`src/rtl/alu_share_arb.sv`:
```
// alu_share_arb: one ALU shared by two requesters with round-robin grant.
// Screens opcodes, sequences the ALU through start/done under a timeout,
// and returns result + error to whichever requester owns the current op.
module alu_share_arb #(
    parameter int W       = 16,
    parameter int TIMEOUT = 16
) (
    input  logic           clk,
    input  logic           rst_n,
    input  logic [1:0]     req_valid,
    output logic [1:0]     req_ready,
    input  logic [9:0]     req_op,
    input  logic [2*W-1:0] req_a,
    input  logic [2*W-1:0] req_b,
    output logic [1:0]     resp_valid,
    input  logic [1:0]     resp_ready,
    output logic [W-1:0]   resp_data,
    output logic           resp_err,
    output logic           alu_start,
    output logic [4:0]     alu_op,
    output logic [W-1:0]   alu_a,
    output logic [W-1:0]   alu_b,
    input  logic           alu_done,
    input  logic [W-1:0]   alu_result
);
    localparam int TW = $clog2(TIMEOUT + 1);
    localparam logic [TW-1:0] TIMER_LAST = TW'(TIMEOUT - 1);

    localparam logic [1:0] S_IDLE  = 2'd0;
    localparam logic [1:0] S_ISSUE = 2'd1;
    localparam logic [1:0] S_WAIT  = 2'd2;
    localparam logic [1:0] S_RESP  = 2'd3;

    logic [1:0]    state_q, state_d;
    logic          rr_q, rr_d;          // index of the last requester served
    logic          owner_q, owner_d;
    logic [4:0]    op_q, op_d;
    logic [W-1:0]  a_q, a_d;
    logic [W-1:0]  b_q, b_d;
    logic [TW-1:0] timer_q, timer_d;
    logic [W-1:0]  data_q, data_d;
    logic          err_q, err_d;

    logic [1:0]    gnt;
    logic          acc;
    logic          acc_id;
    logic [4:0]    sel_op;
    logic [W-1:0]  sel_a;
    logic [W-1:0]  sel_b;

    function automatic logic op_legal(input logic [4:0] op);
        case (op)
            5'h00, 5'h01, 5'h03, 5'h04, 5'h05, 5'h06, 5'h07, 5'h08, 5'h09,
            5'h0B, 5'h0C, 5'h12, 5'h13, 5'h14, 5'h15, 5'h16, 5'h17: op_legal = 1'b1;
            default: op_legal = 1'b0;
        endcase
    endfunction

    // Round-robin pick: a lone requester wins, a tie goes to the one not served last.
    always_comb begin
        gnt = 2'b00;
        case (req_valid)
            2'b01:   gnt = 2'b01;
            2'b10:   gnt = 2'b10;
            2'b11:   gnt = rr_q ? 2'b01 : 2'b10;
            default: gnt = 2'b00;
        endcase
    end

    assign req_ready = (state_q == S_IDLE) ? gnt : 2'b00;
    assign acc       = |(req_valid & req_ready);
    assign acc_id    = req_ready[1];
    assign sel_op    = acc_id ? req_op[9:5]       : req_op[4:0];
    assign sel_a     = acc_id ? req_a[2*W-1:W]    : req_a[W-1:0];
    assign sel_b     = acc_id ? req_b[2*W-1:W]    : req_b[W-1:0];

    assign alu_start  = (state_q == S_ISSUE);
    assign alu_op     = op_q;
    assign alu_a      = a_q;
    assign alu_b      = b_q;
    assign resp_valid = (state_q == S_RESP) ? (owner_q ? 2'b10 : 2'b01) : 2'b00;
    assign resp_data  = data_q;
    assign resp_err   = err_q;

    // Sequencer: accept -> launch -> wait for done or timeout -> hold response.
    always_comb begin
        state_d = state_q;
        rr_d    = rr_q;
        owner_d = owner_q;
        op_d    = op_q;
        a_d     = a_q;
        b_d     = b_q;
        timer_d = timer_q;
        data_d  = data_q;
        err_d   = err_q;
        case (state_q)
            S_IDLE: begin
                if (acc) begin
                    owner_d = acc_id;
                    rr_d    = acc_id;
                    if (op_legal(sel_op)) begin
                        // Only legal ops reach the ALU port registers.
                        op_d    = sel_op;
                        a_d     = sel_a;
                        b_d     = sel_b;
                        state_d = S_ISSUE;
                    end else begin
                        data_d  = '0;
                        err_d   = 1'b1;
                        state_d = S_RESP;
                    end
                end
            end
            S_ISSUE: begin
                timer_d = '0;
                state_d = S_WAIT;
            end
            S_WAIT: begin
                if (alu_done) begin
                    data_d  = alu_result;
                    err_d   = 1'b0;
                    state_d = S_RESP;
                end else if (timer_q == TIMER_LAST) begin
                    data_d  = '0;
                    err_d   = 1'b1;
                    state_d = S_RESP;
                end else begin
                    timer_d = timer_q + 1'b1;
                end
            end
            default: begin
                if (resp_ready[owner_q]) begin
                    state_d = S_IDLE;
                end
            end
        endcase
    end

    // State registers; reset abandons any op in flight without a response.
    always_ff @(posedge clk or negedge rst_n) begin
        if (!rst_n) begin
            state_q <= S_IDLE;
            rr_q    <= 1'b1;
            owner_q <= 1'b0;
            op_q    <= '0;
            a_q     <= '0;
            b_q     <= '0;
            timer_q <= '0;
            data_q  <= '0;
            err_q   <= 1'b0;
        end else begin
            state_q <= state_d;
            rr_q    <= rr_d;
            owner_q <= owner_d;
            op_q    <= op_d;
            a_q     <= a_d;
            b_q     <= b_d;
            timer_q <= timer_d;
            data_q  <= data_d;
            err_q   <= err_d;
        end
    end
endmodule

```
`config.mk`:
```
export PLATFORM = sky130hd
export DESIGN_NAME = alu_share_arb
export DESIGN_NICKNAME = d
export VERILOG_FILES = /design/src/rtl/alu_share_arb.sv
export SDC_FILE = /design/constraint.sdc
export NUM_CORES = 1
export LEC_CHECK = 0
export BUFFER_PORTS_ARGS = -buffer_cell sky130_fd_sc_hd__clkbuf_2
export CORE_MARGIN = 2
export CORE_UTILIZATION = 25
export CTS_BUF_LIST = sky130_fd_sc_hd__clkbuf_8 sky130_fd_sc_hd__clkbuf_16
export DETAILED_ROUTE_END_ITERATION = 6
export PLACE_DENSITY = 0.6
export SKIP_CTS_REPAIR_TIMING = 1
export SLEW_MARGIN = 20
export SYNTH_ARGS = -nofsm -noshare
export SYNTH_HDL_FRONTEND = slang
export SYNTH_SLANG_ARGS = --single-unit
```
`constraint.sdc`:
```
create_clock -name clk -period 4.3 [get_ports clk]
set_input_delay 0.86 -clock clk [delete_from_list [all_inputs] [get_ports clk]]
set_output_delay 0.86 -clock clk [all_outputs]
set_load 0.05 [all_outputs]
```
==> results of run 1 <==
==> stage by stage <==
step,cells,power (mW)
6_report,627,3.92
3_3_place_gp,611,3.04
5_1_grt,627,4.18
2_1_floorplan,327,2.60
3_5_place_dp,611,3.08
4_1_cts,627,3.98
==> metal layers <==
layer	share of wire, %	track usage (%)	wire [um]
met1	44	16.8	3880
met2	46	21.9	4060
met3	7.5	3.93	658
met4	2.2	6.75	189
met5	0	0	0
==> registers in the layout, indices dropped and copies added (netlist names) <==
| name | cells |
|---|---|
| timer_q | 5 |
| state_q | 2 |
| owner_q | 1 |
| rr_q | 1 |
| resp_err | 1 |
| resp_data | 16 |
| alu_b | 16 |
| alu_a | 16 |
| alu_op | 5 |
==> cells by family (layout without fill, tap and decap cells) <==
logic type,after synthesis,after routing,synth area share (%)
mux,8,8,2.73
flops,63,63,52.2
compound gates,83,83,19.3
simple gates,129,129,16.8
buf+inv,37,190,6.04
fa+ha+maj,7,7,2.90
==> final cells by class <==
class | count | area [um^2] | share of cell area [%]
sequential | 63 | 1580 | 36.8
multi-input combinational | 227 | 1280 | 29.8
timing repair buffer | 160 | 831 | 19.4
clock buffer | 12 | 267 | 6.22
tap | 147 | 184 | 4.29
clock inverter | 4 | 98.8 | 2.31
inverter | 14 | 52.6 | 1.23
==> layout by cell type, fill, tap and decap left out, drive strengths merged, types with 6 or more instances in the layout <==
master  count
dfrtp      62
a32o       15
ha          7
inv        15
nor2       43
mux2i       6
a21oi      13
o21ai      10
nand2      76
clkbuf    165
buf         7
a31oi      32
==> worst max-delay path, stage by stage (launching register included) <==
cell	delay (ns)
dfrtp_1	0.42
inv_1	0.09
ha_1	0.32
and2_4	0.22
nand2_1	0.05
buf_4	0.34
inv_1	0.34
buf_12	0.25
==> worst paths after layout <==
| check | start | depth (start not counted) | to |
|---|---|---|---|
| max in group asynchronous | rst_n | 2 | alu_b[3] |
| max reg2reg | state_q[0] | 10 | alu_a[10] |
| min reg2reg | resp_data[9] | 1 | resp_data[9] |
| max | state_q[0] | 7 | req_ready[1] |
| min | resp_data[9] | 1 | resp_data[9] |
| min in group asynchronous | rst_n | 1 | alu_b[14] |
==> power groups by stage <==
| stage | combinational, mW | sequential (mW) | clock (mW) |
|---|---|---|---|
| 3_5_place_dp | 2.04 | 1.03 | 0 |
| 6_report | 2.02 | 1.02 | 0.878 |
| 3_3_place_gp | 2.01 | 1.03 | 0 |
| 4_1_cts | 2.05 | 1.02 | 0.911 |
| 2_1_floorplan | 0.780 | 1.82 | 0 |
| 5_1_grt | 2.18 | 1.06 | 0.941 |
==> results.md, run 1 <==
* Status: finished clean
* Pins Over Slew Limit at 0
* Post-Syn Area per Cell at around 9.2 um^2
* Top_reg_cell synth: dfrtp_1
* CTS H-tree lvls at 3
* Initial antenna violation count at 0
* Clock slew at reported path FFs at ~0.060 ns
* Final-layout fill cell count at 1231
* Worst setup SP type: flop
* Diode count at 0
* Sequential area share after synthesis at a little over half
* Top cells by count, synth: nand2_1, dfrtp_1, nor2_1
* Die area at between 0.01 and 0.015 mm^2
* IO Pins at roughly 160
* Worst slew pin tran at 0.716 ns
* Global-route wire length before repair at 13700 um
* Drt via density at 4.63
* Routed WL per cell at 14.0 um
* Clock network power share at roughly 22%
* Leak at approximately 2.2 nW
* Routability cong. at approximately 0.83
* Critical path endpoint category: output pin
* CP Data Required Time at approximately 3.4 ns
* ANT nets after route at 0
* Post-synth ARST share at 100%
* Relative slew slack at a little over half
* Number of global-route vias before repair at around 2800
* DP HPWL at approximately 6500 um
* Synth Register Bits at 63
* Routed vias at roughly 2900
* Pint at between 1.5 and 2 mW
* DRT iter0 DRCs at 222
* Core area at ~0.012 mm^2
* Post-Syn Area at 0.00302 mm^2
* Clk_lat worst skew at ~0.33 ns
* Largest net degree at the start of global routing at 75
* Share of cells above drive strength 1 at approximately 38%
* Maximum VDD drop at between 200 and 300 uV
* Final core occ at a little over a third
* Post-layout minimum cycle time at 3.25 ns
* Final hold vios at 0
* Synth Warn # at 0
* Syn-to-layout area delta at 41.7%
* Placed cell area at 0.00392 mm^2
* Post-synthesis cell type count at 37
* Worst Hold Class: reg -> reg
* Critical Path Fanout Max at 36
* Max Fclk at a little over 300 MHz
* Gate power share at about half
* Share of the synthesized area in the top cell type at roughly half
* Final wirelength at around 9000 um
* CTS Buffer Depth at 2
* Die Ht at 114 um
* GRT Util Overall at 13.6%
* DRC at 0
* Most numerous cell in the Yosys netlist: nand2_1
* Sw frac at about half
* Synth top area cells: dfrtp_1, nand2_1, a31oi_1
* EDFF count, synth at 0
* Final setup vio count at 0
* Nets at approximately 580
* Hold_ws at around 0.48 ns
* Worst EP arrival at 2.39 ns
* Post-route cell area at around 0.0043 mm^2
* Initial Util at approximately 25%
* Final setup margin at around 1.1 ns
* Row cnt at 40
* Synth area leader: dfrtp_1
* Synth Net Count at roughly 430
* Setup Skew at about 0.0061 ns
* Max-cap violations at 0
* Clock sink count at 63
* Part of the cycle the worst path needs at 75.5%
* Grt ovf at 0
* Reg power frac at 26.1%
* Worst Setup Path Type: reg -> out
* First-pass detailed-route iteration total at 4
* Power Dens Cells at approximately 910 mW/mm^2
* Pre-CTS WS at 1.07 ns
* Root buf cell: clkbuf_16
* Net Sw Power at between 1.5 and 2 mW
* Total CTS buffers at 9
* Register-to-Register Setup Slack at between 1 and 1.5 ns
* Cells after synthesis at roughly 330
* Port buffer count at 155
* RSZ-0062 raised after global routing: no
* Final TNS setup at 0 ns
* TritonCTS clock tree: built
* Die width at ~110 um
Note: power is estimated with default switching activity, not from simulation.
==> run 2, diff against run 1 <==
--- a/config.mk
+++ b/config.mk
@@ -5,12 +5,13 @@
 export SDC_FILE = /design/constraint.sdc
 export NUM_CORES = 1
 export LEC_CHECK = 0
+export ABC_AREA = 1
 export BUFFER_PORTS_ARGS = -buffer_cell sky130_fd_sc_hd__clkbuf_2
 export CORE_MARGIN = 2
 export CORE_UTILIZATION = 25
 export CTS_BUF_LIST = sky130_fd_sc_hd__clkbuf_8 sky130_fd_sc_hd__clkbuf_16
 export DETAILED_ROUTE_END_ITERATION = 6
-export PLACE_DENSITY = 0.6
+export PLACE_DENSITY = 0.61
 export SKIP_CTS_REPAIR_TIMING = 1
 export SLEW_MARGIN = 20
 export SYNTH_ARGS = -nofsm -noshare
==> constraint.sdc (replaced) <==
create_clock -name clk -period 2.75 [get_ports clk]
set_input_delay 0.55 -clock clk [delete_from_list [all_inputs] [get_ports clk]]
set_output_delay 0.55 -clock clk [all_outputs]
set_load 0.05 [all_outputs]
==> run 2 against run 1 <==
Wire length fell by 2.2%. Combinational power rose by 77%. Sequential share of layout area fell by 1.8 points. Critical path type unchanged. Critical path depth fell by 2. Power rose by 59%. First-iteration DRC count fell by 51%.
==> results.md, run 2 <==
* Post-synth ARST share at 100%
* Status: finished clean
* Total CTS buffers at 9
* Most numerous cell in the Yosys netlist: nand2_1
* Final TNS setup at 0 ns
* Worst setup SP type: flop
* Row cnt at 42
* Synth Net Count at roughly 470
* Routed vias at about 2900
* Top_reg_cell synth: dfrtp_1
* GRT busiest layer: met2
* Pins Over Slew Limit at 0
* Fin cells at between 600 and 700
* Commonest non-fill, non-tap cell in the layout: clkbuf_2
* Critical Path, Cell by Cell: inv_1, ha_1, inv_2, a211oi_1, clkbuf_2
* Met2 Resource Use GR at 20.0%
* Largest net degree at the start of global routing at 74
* EDFF count, synth at 0
* TritonCTS clock tree: built
* Worst EP arrival at 1.89 ns
* Initial antenna violation count at 0
* Post-layout minimum cycle time at roughly 2.4 ns
* Xor-xnor portion of the synthesized cell area at 0%
* Routability cong. at roughly 0.76
* Post-Syn Area per Cell at ~9.1 um^2
* Final Power at around 6.2 mW
* Setup Skew at about 0.0040 ns
* Die Ht at 120 um
* Post-synthesis cell type count at 31
* Grt ovf at 0
* Met3 Resource Use GR at 3.61%
* Critical Path Fanout Max at 9
* Clock sink count at 63
* Top cells by count, synth: nand2_1, dfrtp_1, o21ai_1
* Main combinational cell family by area after synthesis: simple AND/OR/NAND/NOR gates
* Slowest-stage cell, CP: dfrtp_1
* Die width at 120 um
* Synth Area in Simple Gates at approximately 24%
* CP max stage delay at 0.42 ns
* Core area at approximately 0.013 mm^2
* Reg power frac at roughly a quarter
* Worst R2R Path Depth at 12
* Final wirelength at approximately 8600 um
* Clock slew at reported path FFs at 0.05 ns
* First-pass detailed-route iteration total at 4
* IO Pins at between 150 and 200
* Post-synthesis mux area share at a little under a tenth
* Initial Util at roughly a quarter
* Synth top area cells: dfrtp_1, nand2_1, mux2i_1
* Final hold vios at 0
* CP Data Required Time at 2.20 ns
* Synth Warn # at 0
* Critical path endpoint category: output pin
* Diode count at 0
* Leak at around 2.6 nW
* Pint at 2.90 mW
* DRT iter0 DRCs at 108
* Number of global-route vias before repair at 2923
* Share of the synthesized area in the top cell type at between 40% and 50%
* CTS Buffer Depth at 2
* Global-route wire length before repair at 13900 um
* Gate power share at 57.5%
* Post-Syn Area at between 0.003 and 0.004 mm^2
* Synth Register Bits at between 60 and 70
* Drt via density at about 4.2
* Max Fclk at 409 MHz
* DP HPWL at 6610 um
* Clock network power share at 16.3%
* Max-cap violations at 0
* CTS H-tree lvls at 3
* Part of the cycle the worst path needs at approximately nine tenths
* Met1 usage at between 15 and 20%
* Port buffer count at 155
* Root buf cell: clkbuf_16
* Syn-to-layout area delta at 34.2%
* Nets at 624
* Sw frac at approximately 53%
* Final core occ at between 30% and 40%
* Synth area leader: dfrtp_1
* Final setup vio count at 0
* Clk_lat worst skew at 0.33 ns
* Compound-Gate Fraction of Synth Area at between 8 and 9%
* DRC at 0
* Worst slew pin tran at between 0.6 and 0.7 ns
* GRT Util Overall at about an eighth
* Sequential area share after synthesis at a little under half
* Routed WL per cell at about 12 um
* Net Sw Power at approximately 3.3 mW
* Relative slew slack at 53.9%
* Adder-cell share of the synthesized area at under 10%
* RSZ-0062 raised after global routing: no
* Maximum VDD drop at roughly 680 uV
* Worst Hold Class: in -> async
* Power Dens Cells at 1380 mW/mm^2
* Placed Cells incl. Taps at 685
* Worst Setup Path Type: reg -> out
* ANT nets after route at 0
* Commonest non-fill, non-tap cells in the layout: clkbuf_2, nand2_1, dfrtp_1
* Share of cells above drive strength 1 at between 30% and 40%
* Die area at roughly 0.014 mm^2
* Cells after synthesis at ~370
-- run 2: cell types whose count changed after synthesis, sizes merged, moves of 20 or more --
| cell | change |
|---|---|
| a31oi | -32 |
| nand2 | +31 |
| o21ai | +31 |
| mux2i | +26 |
| nand3 | +22 |
| inv | +20 |
-- run 2: area by class of cell --
type	count	area (um^2)
clock buffer	11	253
clock inverter	3	12.5
fill	1404	8690
inverter	34	128
multi-input combinational	253	1490
sequential	63	1580
tap	176	220
timing repair buffer	159	818
-- run 2: critical path: cells and delay by family (launching register included) --
kind                       cells  cell delay (ns)
DFF                            1             0.42
AOI/OAI and AO/OA              1             0.23
buffers and inverters          3             0.54
adders and majority gates      1             0.38
-- run 2: final timing paths --
kind | endpoint | start | slack (ns)
worst max-delay path | req_ready[0] | state_q[0] | 0.31
worst min-delay path | resp_data[9] | rst_n | 0.24
worst max register to register | alu_a[3] | state_q[0] | 0.31
worst min register to register | resp_data[8] | resp_data[8] | 0.48
max in group asynchronous | alu_op[1] | rst_n | 1.88
min in group clk | resp_data[8] | resp_data[8] | 0.48
-- run 2: cell families (layout without fill, tap and decap cells) --
kind of cell,count (synthesis),count (layout)
AOI/OAI and AO/OA,50,50
adders and majority gates,7,7
DFF,63,63
and+or+nand+nor,164,164
buffers and inverters,52,207
muxes,32,32
-- run 2: per-layer routing --
layer,vias up,routed length (um)
met4,0,196
met2,87,4090
met3,20,479
li1,1506,-
met1,1333,3820
met5,-,0
-- run 2: power groups by stage --
stage / Clock [mW] / Sequential (mW) / Combinational (mW)
2_1_floorplan: 0 / 2.91 / 1.65
4_1_cts: 1.06 / 1.64 / 3.64
5_1_grt: 1.09 / 1.69 / 3.86
6_report: 1.01 / 1.63 / 3.58
3_3_place_gp: 0 / 1.64 / 3.58
3_5_place_dp: 0 / 1.65 / 3.63
-- run 2: stage by stage --
stage / hold WS, ns / cell area [um^2] / worst slack [ns]
after CTS: 0.253 / 4500 / 0.269
after global routing: 0.277 / 4500 / 0.00534
after global placement: 0.460 / 4240 / 0.373
after floorplan: 0.254 / 3360 / 0.0393
after detailed placement: 0.469 / 4240 / 0.281
final: 0.238 / 4500 / 0.305
==> run 3, diff against run 2 <==
--- a/config.mk
+++ b/config.mk
@@ -11,7 +11,6 @@
 export CORE_UTILIZATION = 25
 export CTS_BUF_LIST = sky130_fd_sc_hd__clkbuf_8 sky130_fd_sc_hd__clkbuf_16
 export DETAILED_ROUTE_END_ITERATION = 6
-export PLACE_DENSITY = 0.61
 export SKIP_CTS_REPAIR_TIMING = 1
 export SLEW_MARGIN = 20
 export SYNTH_ARGS = -nofsm -noshare
==> run 3 against run 2 <==
Setup slack got worse by 0.00054 ns. Design area increased by 1.0%. Via count increased by 1.9%. Largest power group unchanged. Count of clock-buffer cells in the layout decreased by 1. Sequential power about the same.
==> results.md, run 3 (synthesized netlist as in run 2, its figures left out) <==
* Worst EP arrival at about 1.9 ns
* Worst slew pin tran at between 0.5 and 0.6 ns
* Worst r2r src: state_q[0]
* DRT iter0 DRCs at between 100 and 150
* Power Dens Cells at between 1000 and 1500 mW/mm^2
* Final TNS setup at 0 ns
* Diode count at 0
* DRC at 0
* Syn-to-layout area delta at 35.5%
* RSZ-0062 raised after global routing: no
* Commonest non-fill, non-tap cells in the layout: clkbuf_2, nand2_1, dfrtp_1
* Share of cells above drive strength 1 at approximately two fifths
* Register-to-Register Setup Slack at roughly 0.46 ns
* Critical path endpoint category: output pin
* Total CTS buffers at 9
* Die area at ~0.014 mm^2
* Buf/Inv on CP at 3
* Maximum VDD drop at about 550 uV
* Setup Skew at between 0.005 and 0.006 ns
* Status: finished clean
* Slowest-stage cell, CP: dfrtp_1
* CP max stage delay at between 0.4 and 0.5 ns
* Post-layout minimum cycle time at around 2.4 ns
* Global-route wire length before repair at around 14000 um
* Routed vias at roughly 3000
* Routability cong. at 0.718
* Final core occ at approximately a third
* IO Pins at 156
* R2r endpoint: alu_b[14]
* Drt via density at between 4 and 5
* DP HPWL at around 6700 um
* Max-cap violations at 0
* ANT nets after route at 0
* Clock slew at reported path FFs at about 0.060 ns
* Clock sink count at 63
* Worst R2R Path Depth at 10
* Commonest non-fill, non-tap cell in the layout: clkbuf_2
* Die Ht at between 100 and 150 um
* End of the critical path: req_ready[0]
* Leak at 2.65 nW
* Number of global-route vias before repair at 2847
* CP Data Required Time at roughly 2.2 ns
* CTS Buffer Depth at 2
* TritonCTS clock tree: built
* Final wirelength at ~8500 um
* Relative slew slack at 60.5%
* Critical Path Fanout Max at 8
* Clk_lat worst skew at 0.32 ns
* Worst setup SP type: flop
* CP top delay family: buffers and inverters
* Largest net degree at the start of global routing at between 70 and 80
* Final setup vio count at 0
* Critical Path Source: state_q[0]
* Root buf cell: clkbuf_16
* Grt ovf at 0
* Die width at 120 um
* Initial antenna violation count at 0
* Nets at about 630
* Critical Path, Cell by Cell: inv_1, ha_1, inv_2, a211oi_1, clkbuf_2
* Core area at between 0.01 and 0.015 mm^2
* Worst path depth at 5
* First-pass detailed-route iteration total at 4
* Pins Over Slew Limit at 0
* GRT Util Overall at 11.9%
* Port buffer count at 155
* Row cnt at 42
* Initial Util at roughly a quarter
* Part of the cycle the worst path needs at slightly below 90%
* Final hold vios at 0
* Worst Hold Class: in -> async
* CTS H-tree lvls at 3
* Worst Setup Path Type: reg -> out
* Max Fclk at 409 MHz
* Routed WL per cell at roughly 12 um
-- run 3: cell types whose count changed in the layout (fill, tap and decap cells not counted), sizes merged --
cell | before | now
clkbuf | 165 | 164
bufinv | 0 | 1
clkinv | 1 | 3
clkinvlp | 0 | 1
inv | 36 | 35
buf | 5 | 6
-- run 3: per-stage QoR --
stage          worst slack [ns]  instance area, um^2  hold WS, ns  cells  power (mW)
5_1_grt                   0.183                 4550        0.261    702        6.78
6_report                  0.305                 4550        0.227    702        6.37
3_5_place_dp              0.259                 4230        0.463    686        5.29
2_1_floorplan            0.0393                 3360        0.254    368        4.57
4_1_cts                   0.235                 4540        0.237    702        6.46
3_3_place_gp              0.377                 4230        0.456    686        5.20
-- run 3: power by group --
part	total [mW]	leakage (nW)	switching (mW)	internal, mW
combinational	3.60	1.69	2.70	0.898
clock	1.14	0.149	0.408	0.730
sequential	1.64	0.809	0.272	1.36
total	6.37	2.65	3.38	2.99
-- run 3: cell type report --
type | instances | area (um^2)
flip-flops and latches | 63 | 1580
inverters | 34 | 128
clock inverters | 6 | 68.8
well taps | 176 | 220
fillers | 1380 | 8640
multi-input cells | 253 | 1500
clock buffers | 10 | 239
repair buffers | 160 | 813
-- run 3: worst reg2reg max path, cell delays in order, from the launching register on --
cell and delay (ns):
dfrtp_1 0.43, inv_1 0.11, ha_1 0.36, nand3_4 0.20, or2_1 0.26, o21ai_2 0.08
nand2_2 0.12, nand2_8 0.11, nand2_8 0.23, nand2_1 0.18, o21ai_1 0.08
-- run 3: worst min-delay path by stage --
stage	start	endpoint
global placement	resp_data[6]	resp_data[6]
detailed placement	alu_op[1]	alu_op[1]
finish	rst_n	resp_data[11]
floorplan	rst_n	alu_a[0]
global route	rst_n	resp_data[11]
CTS	rst_n	resp_data[11]
-- run 3: layer usage --
metal,track usage [%],up-vias,share of wire (%)
met2,20.2,82,49
met1,14.7,1406,44
met4,4.41,0,1.5
met3,2.99,8,5.5
met5,0,-,0
li1,-,1506,-
